[src/rtl/bram_port_arbiter_pkg.sv]
// Shared constants for the BRAM port arbiter: arbitration modes, Kyber phase-owner
// channel codes and a width helper used to size channel indices.
package bram_port_arbiter_pkg;

    localparam int MODE_PHASE = 0;
    localparam int MODE_RR    = 1;

    localparam int CH_ACCEPT  = 0;
    localparam int CH_ROUND   = 1;
    localparam int CH_OUTPUT  = 2;

    // ceil(log2(n)), but never below 1 so a channel index always has a bit.
    function automatic int clog2_min1(input int n);
        int r;
        r = 1;
        while ((1 << r) < n) begin
            r = r + 1;
        end
        return r;
    endfunction

endpackage

[src/rtl/bram_port_arbiter_rr_arbiter.sv]
// Round-robin arbiter: one-hot grant with the search starting one past the last
// winner; the pointer only moves when something is granted.
module rr_arbiter
    import bram_port_arbiter_pkg::*;
#(
    parameter int NUM_CH = 4,
    parameter int CHW    = 2
) (
    input  logic              clk,
    input  logic              rst_n,
    input  logic [NUM_CH-1:0] req_i,
    output logic [NUM_CH-1:0] gnt_o
);

    logic [CHW-1:0] ptr_q;
    logic [CHW-1:0] ptr_d;
    int             idx;

    // Walk offsets from farthest to nearest so the nearest requester wins last.
    always_comb begin
        gnt_o = '0;
        ptr_d = ptr_q;
        idx   = 0;
        for (int k = NUM_CH; k >= 1; k--) begin
            idx = (int'(ptr_q) + k) % NUM_CH;
            if (req_i[idx]) begin
                gnt_o      = '0;
                gnt_o[idx] = 1'b1;
                ptr_d      = CHW'(idx);
            end
        end
    end

    always_ff @(posedge clk or negedge rst_n) begin
        if (!rst_n) begin
            ptr_q <= CHW'(NUM_CH - 1);
        end else begin
            ptr_q <= ptr_d;
        end
    end

endmodule

[src/rtl/bram_port_arbiter.sv]
// Single-port BRAM access multiplexer for NUM_CH clients with phase-owned or
// round-robin grant, registered BRAM outputs and tagged read-data return.
module bram_port_arbiter
    import bram_port_arbiter_pkg::*;
#(
    parameter int  NUM_CH = 4,
    parameter int  AW     = 6,
    parameter int  DW     = 64,
    parameter int  RD_LAT = 1,
    parameter int  MODE   = MODE_PHASE,
    localparam int CHW    = clog2_min1(NUM_CH)
) (
    input  logic                 clk,
    input  logic                 rst_n,
    input  logic [CHW-1:0]       phase_owner,
    input  logic                 phase_valid,
    input  logic [NUM_CH-1:0]    ch_req,
    input  logic [NUM_CH-1:0]    ch_we,
    input  logic [NUM_CH*AW-1:0] ch_addr,
    input  logic [NUM_CH*DW-1:0] ch_wdata,
    output logic [NUM_CH-1:0]    ch_gnt,
    output logic [NUM_CH-1:0]    ch_rvalid,
    output logic [DW-1:0]        ch_rdata,
    output logic                 bram_en,
    output logic                 bram_we,
    output logic [AW-1:0]        bram_addr,
    output logic [DW-1:0]        bram_wdata,
    input  logic [DW-1:0]        bram_rdata
);

    localparam int TAG_W = (RD_LAT + 1) * NUM_CH;

    logic                 any_gnt;
    logic                 sel_we;
    logic [AW-1:0]        sel_addr;
    logic [DW-1:0]        sel_wdata;
    logic [NUM_CH-1:0]    tag_d;

    logic                 en_q,    en_d;
    logic                 we_q,    we_d;
    logic [AW-1:0]        addr_q,  addr_d;
    logic [DW-1:0]        wdata_q, wdata_d;
    logic [TAG_W-1:0]     tag_q;

    generate
        if (MODE == MODE_RR) begin : g_rr
            logic unused_phase;
            assign unused_phase = ^{phase_owner, phase_valid};

            rr_arbiter #(
                .NUM_CH (NUM_CH),
                .CHW    (CHW)
            ) u_rr (
                .clk   (clk),
                .rst_n (rst_n),
                .req_i (ch_req),
                .gnt_o (ch_gnt)
            );
        end else begin : g_phase
            // An out-of-range owner code behaves like an idle phase.
            always_comb begin
                ch_gnt = '0;
                if (phase_valid && (int'(phase_owner) < NUM_CH)) begin
                    ch_gnt[phase_owner] = ch_req[phase_owner];
                end
            end
        end
    endgenerate

    // Grant is one-hot, so OR-ing the masked fields is a plain mux.
    always_comb begin
        sel_we    = 1'b0;
        sel_addr  = '0;
        sel_wdata = '0;
        for (int i = 0; i < NUM_CH; i++) begin
            if (ch_gnt[i]) begin
                sel_we    = sel_we    | ch_we[i];
                sel_addr  = sel_addr  | ch_addr[i*AW +: AW];
                sel_wdata = sel_wdata | ch_wdata[i*DW +: DW];
            end
        end
    end

    assign any_gnt = |ch_gnt;
    assign en_d    = any_gnt;
    assign we_d    = any_gnt & sel_we;
    assign addr_d  = sel_addr;
    assign wdata_d = we_d ? sel_wdata : '0;
    assign tag_d   = (any_gnt && !sel_we) ? ch_gnt : '0;

    always_ff @(posedge clk or negedge rst_n) begin
        if (!rst_n) begin
            en_q    <= 1'b0;
            we_q    <= 1'b0;
            addr_q  <= '0;
            wdata_q <= '0;
            tag_q   <= '0;
        end else begin
            en_q    <= en_d;
            we_q    <= we_d;
            addr_q  <= addr_d;
            wdata_q <= wdata_d;
            tag_q   <= {tag_q[RD_LAT*NUM_CH-1:0], tag_d};
        end
    end

    assign bram_en    = en_q;
    assign bram_we    = we_q;
    assign bram_addr  = addr_q;
    assign bram_wdata = wdata_q;

    // The oldest tag stage lines up with the BRAM read data of the same access.
    assign ch_rvalid = tag_q[RD_LAT*NUM_CH +: NUM_CH];
    assign ch_rdata  = (|ch_rvalid) ? bram_rdata : '0;

endmodule

[config.mk]
export PLATFORM = sky130hd
export DESIGN_NAME = bram_port_arbiter
export DESIGN_NICKNAME = d
export VERILOG_FILES = /design/src/rtl/bram_port_arbiter_pkg.sv /design/src/rtl/bram_port_arbiter_rr_arbiter.sv /design/src/rtl/bram_port_arbiter.sv
export SDC_FILE = /design/constraint.sdc
export NUM_CORES = 1
export LEC_CHECK = 0
export BUFFER_PORTS_ARGS = -buffer_cell sky130_fd_sc_hd__buf_2
export CORE_AREA = 10 10 188 190
export DETAILED_ROUTE_END_ITERATION = 10
export DIE_AREA = 0 0 198 200
export PLACE_DENSITY = 0.51
export SLEW_MARGIN = 20
export SYNTH_ARGS = -nofsm -noshare
export SYNTH_HDL_FRONTEND = slang
export SYNTH_SLANG_ARGS = --single-unit
[constraint.sdc]
create_clock -name clk -period 4.1 [get_ports clk]
set_clock_uncertainty 0.05 [all_clocks]
set_input_delay 0.82 -clock clk [delete_from_list [all_inputs] [get_ports clk]]
set_output_delay 0.82 -clock clk [all_outputs]
set_load 0.03 [all_outputs]
==> results.txt, run 1 <==
----------------------------------------------------
[Global route]
  Global-route wire length before repair ... 39,300 um
  Pin count of the biggest net entering global routing ... 81
  Antenna violations before repair ... 11
  Total gr overflow ... 0
  Number of global-route vias before repair ... 6,078
  Overall track demand over capacity in global routing ... 0.133

[STA]
  Setup repair after global routing missed its margin ... false
  Post-route setup TNS ... 0 ns
  Post-layout min period ... 2.79 ns
  Post-route worst hold slack ... 0.297 ns
  Transition time at the pin with the least slew margin ... 0.863 ns
  Highest clock frequency the design can meet ... 358 MHz
  Relative slew margins ... 0.425
  Final hold violations ... 0
  Max-slew violation total from the final report ... 0
  Post-route clock period utilization ... 0.681
  Number of setup violations in the final report ... 0

[Worst setup path]
  Total buffers and inverters traversed by the critical path ... 2
  Largest fanout on the critical path ... 64
  Critical Setup Path Class ... flip-flop to output pin
  CP peak stage delay ... 0.51 ns
  Startpoint type of the worst setup path ... flip-flop
  Logic depth of the worst path, buffers included ... 4
  Data required time at the worst endpoint ... 3.23 ns
  Cell at the slowest stage of the critical path ... sky130_fd_sc_hd__buf_4
  Flop-to-flop setup slack ... 3.59 ns
  Crit Reg-Reg Endpoint ... tag_q[7]$_DFF_PN0_
  Cell depth of the worst flop-to-flop path ... 0
  Crit path capture type ... output pin
  Kind of cell with the highest combined delay on the critical path ... buffers and inverters
  CP Cell Sequence ... nor4_4 > buf_4 > nor2b_1 > buf_2
  Reg2reg start ... tag_q[3]$_DFF_PN0_
  Critical path arrival ... 1.92 ns

[Synthesis]
  Ys async rst share ... 1.00
  Syn nets ... 781
  Average cell area after synthesis ... 10.6 um2
  Leading area contributor after synthesis ... sky130_fd_sc_hd__dfrtp_1
  Largest cells by area after synthesis ... sky130_fd_sc_hd__dfrtp_1 45%, sky130_fd_sc_hd__a22oi_1 33%, sky130_fd_sc_hd__nor2b_1 9.1%, sky130_fd_sc_hd__buf_2 3.7%, sky130_fd_sc_hd__a22oi_2 2.5%
  Post-synthesis cell type count ... 17
  YS warnings ... 0
  Proportion of synthesized chip area in sequential cells ... 0.447
  Flops & latches, synth ... 80
  Post-Syn Area ... 4480 um2
  Most frequent cells after synthesis ... 195 x sky130_fd_sc_hd__a22oi_1, 80 x sky130_fd_sc_hd__dfrtp_1, 65 x sky130_fd_sc_hd__nor2b_1
  Synth Flop Type ... sky130_fd_sc_hd__dfrtp_1
  Cell with the most instances after synthesis ... sky130_fd_sc_hd__a22oi_1
  Fraction of synthesized cell area taken by the top area cell type ... 0.447
  Cells after synthesis ... 424
  Count of flip-flops with a built-in enable after synthesis ... 0

[Die]
  Chip width ... 198 um
  Cell row count ... 65
  Die area ... 39,600 um2
  Boundary pin count ... 501
  Die height ... 200 um
  Initial Util ... 0.143
  Area of the placeable core ... 31,400 um2

[Layout]
  Fraction of final layout cells with drive strength greater than 1 ... 0.605
  Footprint of the flip-flops and latches ... 2000 um2
  Count of nets after finishing ... 1,244
  Final standard cell count with taps included and fillers excluded ... 1,299
  Area grow syn2layout ... 69.8%
  Filler instances ... 3,511
  Total area of multi-input combinational cells ... 2180 um2

[Detailed routing]
  Number of DRC violations after detailed-routing iteration 0 ... 384
  DR pass1 iterations ... 5
  Vias per Instance ... 4.30
  Routed length per instance ... 21.9 um
  Final wirelength ... 28,500 um
  Count of nets left with antenna violations after detail routing ... 0
  Number of remaining DRC errors ... 0
  Total vias in the final route ... 5,592

[Clock network]
  Number of CTS-inserted buffers ... 9
  Post-cts hold buffer count ... 0
  Clock tree sinks ... 80
  Largest buffer count on any clock path ... 2
  Number of post-CTS setup repair buffers ... 0
  Clock latency at the later pin of the worst-skew pair ... 0.34 ns
  H-tree levels ... 3
  Quantity of gates resized following cts ... 0
  CTS clk-pin slew, worst paths ... 0.06 ns
  TritonCTS clock tree ... done
  Clock root buffer ... sky130_fd_sc_hd__clkbuf_16

[Placed design]
  Port buffer count ... 500
  GP Congestion ... 0.877
  HPWL after DPL ... 23,300 um
  Placed Instances ... 1,278

[Power]
  Reported leakage power ... 0.00396 uW
  Power per cell area ... 294 nW/um2
  Overall power ... 2240 uW
  Worst-case vdd ir drop ... 135 uV

[Min path]
  Worst min path class ... flip-flop to flip-flop
  Worst-case hold path end point ... tag_q[4]$_DFF_PN0_
  Hold path start ... tag_q[0]$_DFF_PN0_
  Number of cells traversed by the worst hold path ... 0

[Outcome]
  Result of the run ... finished, final reports clean

[Job]
  Max Cap Violations ... 0

----------------------------------------------------
==> per-layer routing <==
metal | share of wire | track usage | vias up
li1 | - | - | 2581
met1 | 0.36 | 0.134 | 2609
met2 | 0.51 | 0.240 | 361
met3 | 0.11 | 0.0571 | 35
met4 | 0.021 | 0.0507 | 6
met5 | 0.0017 | 0 | -
==> power breakdown <==
group | total [uW] | internal, uW | switching, uW | leakage, uW
clock | 944 | 594 | 350 | 0.000162
combinational | 483 | 203 | 280 | 0.00269
sequential | 809 | 804 | 4.87 | 0.00111
total | 2240 | 1600 | 635 | 0.00396
==> layout make-up <==
type                            instances  area share
Tap cell                              402      0.0661
Antenna cell                            5     0.00164
Clock inverter                          6      0.0141
Clock buffer                           10      0.0301
Sequential cell                        80       0.263
Timing Repair Buffer                  508       0.339
Multi-Input combinational cell        288       0.286
==> cell families after synthesis <==
family          synth area share
simple gates               0.116
buf+inv                   0.0712
mux                      0.00502
compound gates             0.361
flops                      0.447
==> state kept, by name (all words and copies together) (netlist names) <==
register,cells
bram_wdata,64
tag_q,8
bram_addr,6
bram_we,1
bram_en,1
==> worst max-delay path by stage <==
stage	endpoint	start	slack, ns
3_5_place_dp	bram_wdata[0]$_DFF_PN0_	phase_owner[0]	1.35
3_3_place_gp	bram_wdata[0]$_DFF_PN0_	phase_owner[0]	1.38
4_1_cts	ch_rdata[36]	tag_q[5]$_DFF_PN0_	1.28
6_report	ch_rdata[36]	tag_q[5]$_DFF_PN0_	1.31
5_1_grt	ch_rdata[36]	tag_q[5]$_DFF_PN0_	1.19
2_1_floorplan	ch_gnt[1]	phase_owner[1]	1.57
==> through the flow <==
step	utilization	area [um2]	setup slack (ns)
final	0.242	7610	1.31
after floorplan	-	4480	1.57
after global placement	0.231	7260	1.38
after CTS	0.242	7590	1.28
after global routing	0.242	7610	1.19
after detailed placement	0.231	7260	1.35
==> cell usage in the layout (no fill, tap or decap), types with 5 or more instances in the layout <==
master,instances
sky130_fd_sc_hd__buf_2,499
sky130_fd_sc_hd__diode_2,5
sky130_fd_sc_hd__nor2b_1,65
sky130_fd_sc_hd__clkbuf_16,9
sky130_fd_sc_hd__a22oi_2,9
sky130_fd_sc_hd__a22oi_1,195
sky130_fd_sc_hd__dfrtp_1,80
sky130_fd_sc_hd__nand2_1,7
sky130_fd_sc_hd__buf_4,7
No activity file was read; power rests on OpenSTA's default activity.
==> run 2, diff against run 1 <==
--- a/config.mk
+++ b/config.mk
@@ -9,7 +9,7 @@
 export CORE_AREA = 10 10 188 190
 export DETAILED_ROUTE_END_ITERATION = 10
 export DIE_AREA = 0 0 198 200
-export PLACE_DENSITY = 0.51
+export PLACE_DENSITY = 0.53
 export SLEW_MARGIN = 20
 export SYNTH_ARGS = -nofsm -noshare
 export SYNTH_HDL_FRONTEND = slang
==> constraint.sdc (replaced) <==
create_clock -name clk -period 2.3 [get_ports clk]
set_clock_uncertainty 0.05 [all_clocks]
set_input_delay 0.46 -clock clk [delete_from_list [all_inputs] [get_ports clk]]
set_output_delay 0.46 -clock clk [all_outputs]
set_load 0.03 [all_outputs]
==> run 2 against run 1 <==
  * Die area unchanged
  * Wire length up 5.8%
  * Critical endpoint is now ch_rdata[18]
  * Largest power group is now sequential cells
  * Final cell count up 1.4%
  * Sequential power up 78%
  * Sequential share of layout area down 0.60 points
  * Core utilization up 0.57 points
  * Via count up 2.6%
  * Clock power up 45%
  * Critical path depth up 1
  * Count of clock-buffer cells in the layout unchanged
  * Combinational power up 89%
==> results.txt, run 2 (synthesis gave the netlist of run 1 again) <==
----------------------------------------------------
[STA]
  Max-slew violation total from the final report ... 0 (unchanged)
  Post-route clock period utilization ... 0.962
  Setup repair after global routing missed its margin ... false (unchanged)
  Post-layout min period ... 2.21 ns
  Post-route setup TNS ... 0 ns (unchanged)
  Final setup margin ... 0.0884 ns (was 1.31 ns)
  Transition time at the pin with the least slew margin ... 0.509 ns (was 0.863 ns)
  Number of setup violations in the final report ... 0 (unchanged)
  Final hold violations ... 0 (unchanged)
  Highest clock frequency the design can meet ... 452 MHz
  Relative slew margins ... 0.661 (was 0.425)

[Layout]
  Final standard cell count with taps included and fillers excluded ... 1,317 (was 1,299)
  Filler instances ... 3,423 (was 3,511)
  Area grow syn2layout ... 73.7% (was 69.8%)
  Fraction of final layout cells with drive strength greater than 1 ... 0.613 (was 0.605)
  Largest register FFs ... 64 (unchanged)
  Footprint of the flip-flops and latches ... 2000 um2 (unchanged)
  Total area of multi-input combinational cells ... 2180 um2 (unchanged)
  Most common cell after layout, fill and taps aside ... sky130_fd_sc_hd__buf_2 (unchanged)
  Most frequent cells in the layout ... 499 x sky130_fd_sc_hd__buf_2, 195 x sky130_fd_sc_hd__a22oi_1, 80 x sky130_fd_sc_hd__dfrtp_1 (unchanged)
  Count of nets after finishing ... 1,261 (was 1,244)

[Global route]
  Global-route wire length before repair ... 40,400 um (was 39,300 um)
  Pin count of the biggest net entering global routing ... 65 (was 81)
  Total gr overflow ... 0 (unchanged)
  Overall track demand over capacity in global routing ... 0.139 (was 0.133)
  Number of global-route vias before repair ... 6,162 (was 6,078)
  Antenna violations before repair ... 10 (was 11)

[Power]
  Power per cell area ... 479 nW/um2 (was 294 nW/um2)
  Switching share of power ... 0.309 (was 0.284)
  Worst-case vdd ir drop ... 269 uV (was 135 uV)
  Reported leakage power ... 0.00405 uW (was 0.00396 uW)
  Combinational fraction of design power ... 0.245 (was 0.216)
  Register share of total power ... 0.387 (was 0.362)
  Internal Dissipation ... 2580 uW (was 1600 uW)
  Clock network fraction of total power ... 0.368 (was 0.422)
  Net switching component of the power ... 1150 uW (was 635 uW)

[Die]
  Initial Util ... 0.143 (unchanged)
  Die area ... 39,600 um2 (unchanged)
  Chip width ... 198 um (unchanged)
  Cell row count ... 65 (unchanged)
  Area of the placeable core ... 31,400 um2 (unchanged)
  Boundary pin count ... 501 (unchanged)
  Die height ... 200 um (unchanged)

[Detailed routing]
  DR pass1 iterations ... 5 (unchanged)
  Final wirelength ... 30,100 um (was 28,500 um)
  Count of nets left with antenna violations after detail routing ... 0 (unchanged)
  Routed length per instance ... 22.9 um (was 21.9 um)
  Number of DRC violations after detailed-routing iteration 0 ... 299 (was 384)
  Total vias in the final route ... 5,738 (was 5,592)
  Number of remaining DRC errors ... 0 (unchanged)
  Vias per Instance ... 4.36 (was 4.30)

[Worst setup path]
  Critical path arrival ... 1.70 ns (was 1.92 ns)
  Worst setup path startpoint ... tag_q[6]$_DFF_PN0_ (was tag_q[5]$_DFF_PN0_)
  Largest fanout on the critical path ... 32 (was 64)
  Startpoint type of the worst setup path ... flip-flop (unchanged)
  Crit path capture type ... output pin (unchanged)
  Cell at the slowest stage of the critical path ... sky130_fd_sc_hd__dfrtp_1 (was sky130_fd_sc_hd__buf_4)
  Total buffers and inverters traversed by the critical path ... 3 (was 2)
  Kind of cell with the highest combined delay on the critical path ... buffers and inverters (unchanged)
  CP Cell Sequence ... nor4_4 > buf_4 > clkbuf_16 > nor2b_1 > buf_2 (was nor4_4 > buf_4 > nor2b_1 > buf_2)
  Data required time at the worst endpoint ... 1.79 ns (was 3.23 ns)
  CP peak stage delay ... 0.41 ns (was 0.51 ns)
  Critical Setup Path Class ... flip-flop to output pin (unchanged)
  Reg2reg start ... tag_q[2]$_DFF_PN0_ (was tag_q[3]$_DFF_PN0_)

[Clock network]
  Clock tree sinks ... 80 (unchanged)
  Clock latency at the later pin of the worst-skew pair ... 0.35 ns (was 0.34 ns)
  CTS clk-pin slew, worst paths ... 0.06 ns (about the same)
  Number of CTS-inserted buffers ... 9 (unchanged)
  Post-cts hold buffer count ... 0 (unchanged)
  Clock root buffer ... sky130_fd_sc_hd__clkbuf_16 (unchanged)
  H-tree levels ... 3 (unchanged)
  Largest buffer count on any clock path ... 2 (unchanged)
  TritonCTS clock tree ... done (unchanged)

[Placed design]
  Port buffer count ... 500 (unchanged)
  HPWL after DPL ... 25,200 um (was 23,300 um)
  GP Congestion ... 0.897 (was 0.877)
  Post-place setup slack ... 0.289 ns (was 1.35 ns)
  Placed Instances ... 1,293 (was 1,278)

[Min path]
  Worst min path class ... input pin to async pin (was flip-flop to flip-flop)

[Job]
  Max Cap Violations ... 0 (unchanged)

[Outcome]
  Result of the run ... finished, final reports clean (unchanged)

----------------------------------------------------
-- run 2: cell types whose count changed in the layout (fill, tap and decap cells not counted), sizes merged --
cell	delta
buf	+16
bufinv	-3
diode	+2
clkbuf	+1
clkinv	+1
clkinvlp	+1
-- run 2: final timing paths --
path / to / slack (ns) / cells after the start
max in group asynchronous: bram_wdata[51]$_DFF_PN0_ / 1.50 / 2
max reg2reg: tag_q[6]$_DFF_PN0_ / 1.73 / 0
max: ch_rdata[18] / 0.09 / 5
min reg2reg: tag_q[7]$_DFF_PN0_ / 0.30 / 0
min in group clk: bram_addr[5]$_DFF_PN0_ / 0.29 / 3
min: bram_wdata[16]$_DFF_PN0_ / 0.03 / 1
-- run 2: power groups by stage --
stage	clock, uW	sequential [uW]	combinational [uW]
finish	1370	1440	915
global route	1490	1450	985
CTS	1440	1440	919
detailed placement	0	1470	918
global placement	0	1470	914
floorplan	0	1520	337
-- run 2: layer usage --
layer  up-vias  routed length (um)  GRT usage
li1       2626                   -          -
met1      2660               10800      0.142
met2       402               15000      0.239
met3        46                3350     0.0623
met4         4                1030     0.0692
met5         -                  20          0
-- run 2: final cells by class --
cell class                 count  area share
tap                          402      0.0646
timing repair buffer         525       0.362
multi-input combinational    288       0.279
clock inverter                 5     0.00434
clock buffer                  10      0.0307
antenna                        7     0.00225
sequential                    80       0.257
-- run 2: stage by stage --
stage | area [um2] | hold slack [ns] | util | total power (uW)
2_1_floorplan | 4480 | 0.114 | - | 1860
3_3_place_gp | 7470 | 0.289 | 0.238 | 2380
3_5_place_dp | 7470 | 0.290 | 0.238 | 2390
4_1_cts | 7740 | 0.0389 | 0.247 | 3800
5_1_grt | 7780 | 0.0597 | 0.248 | 3920
6_report | 7790 | 0.0252 | 0.248 | 3730
-- run 2: what timing repair did --
action / 4_1_cts / 5_1_grt
setup buffers: 0 / 1
gates resized for setup: 0 / 2
setup endpoints to repair: 0 / 14
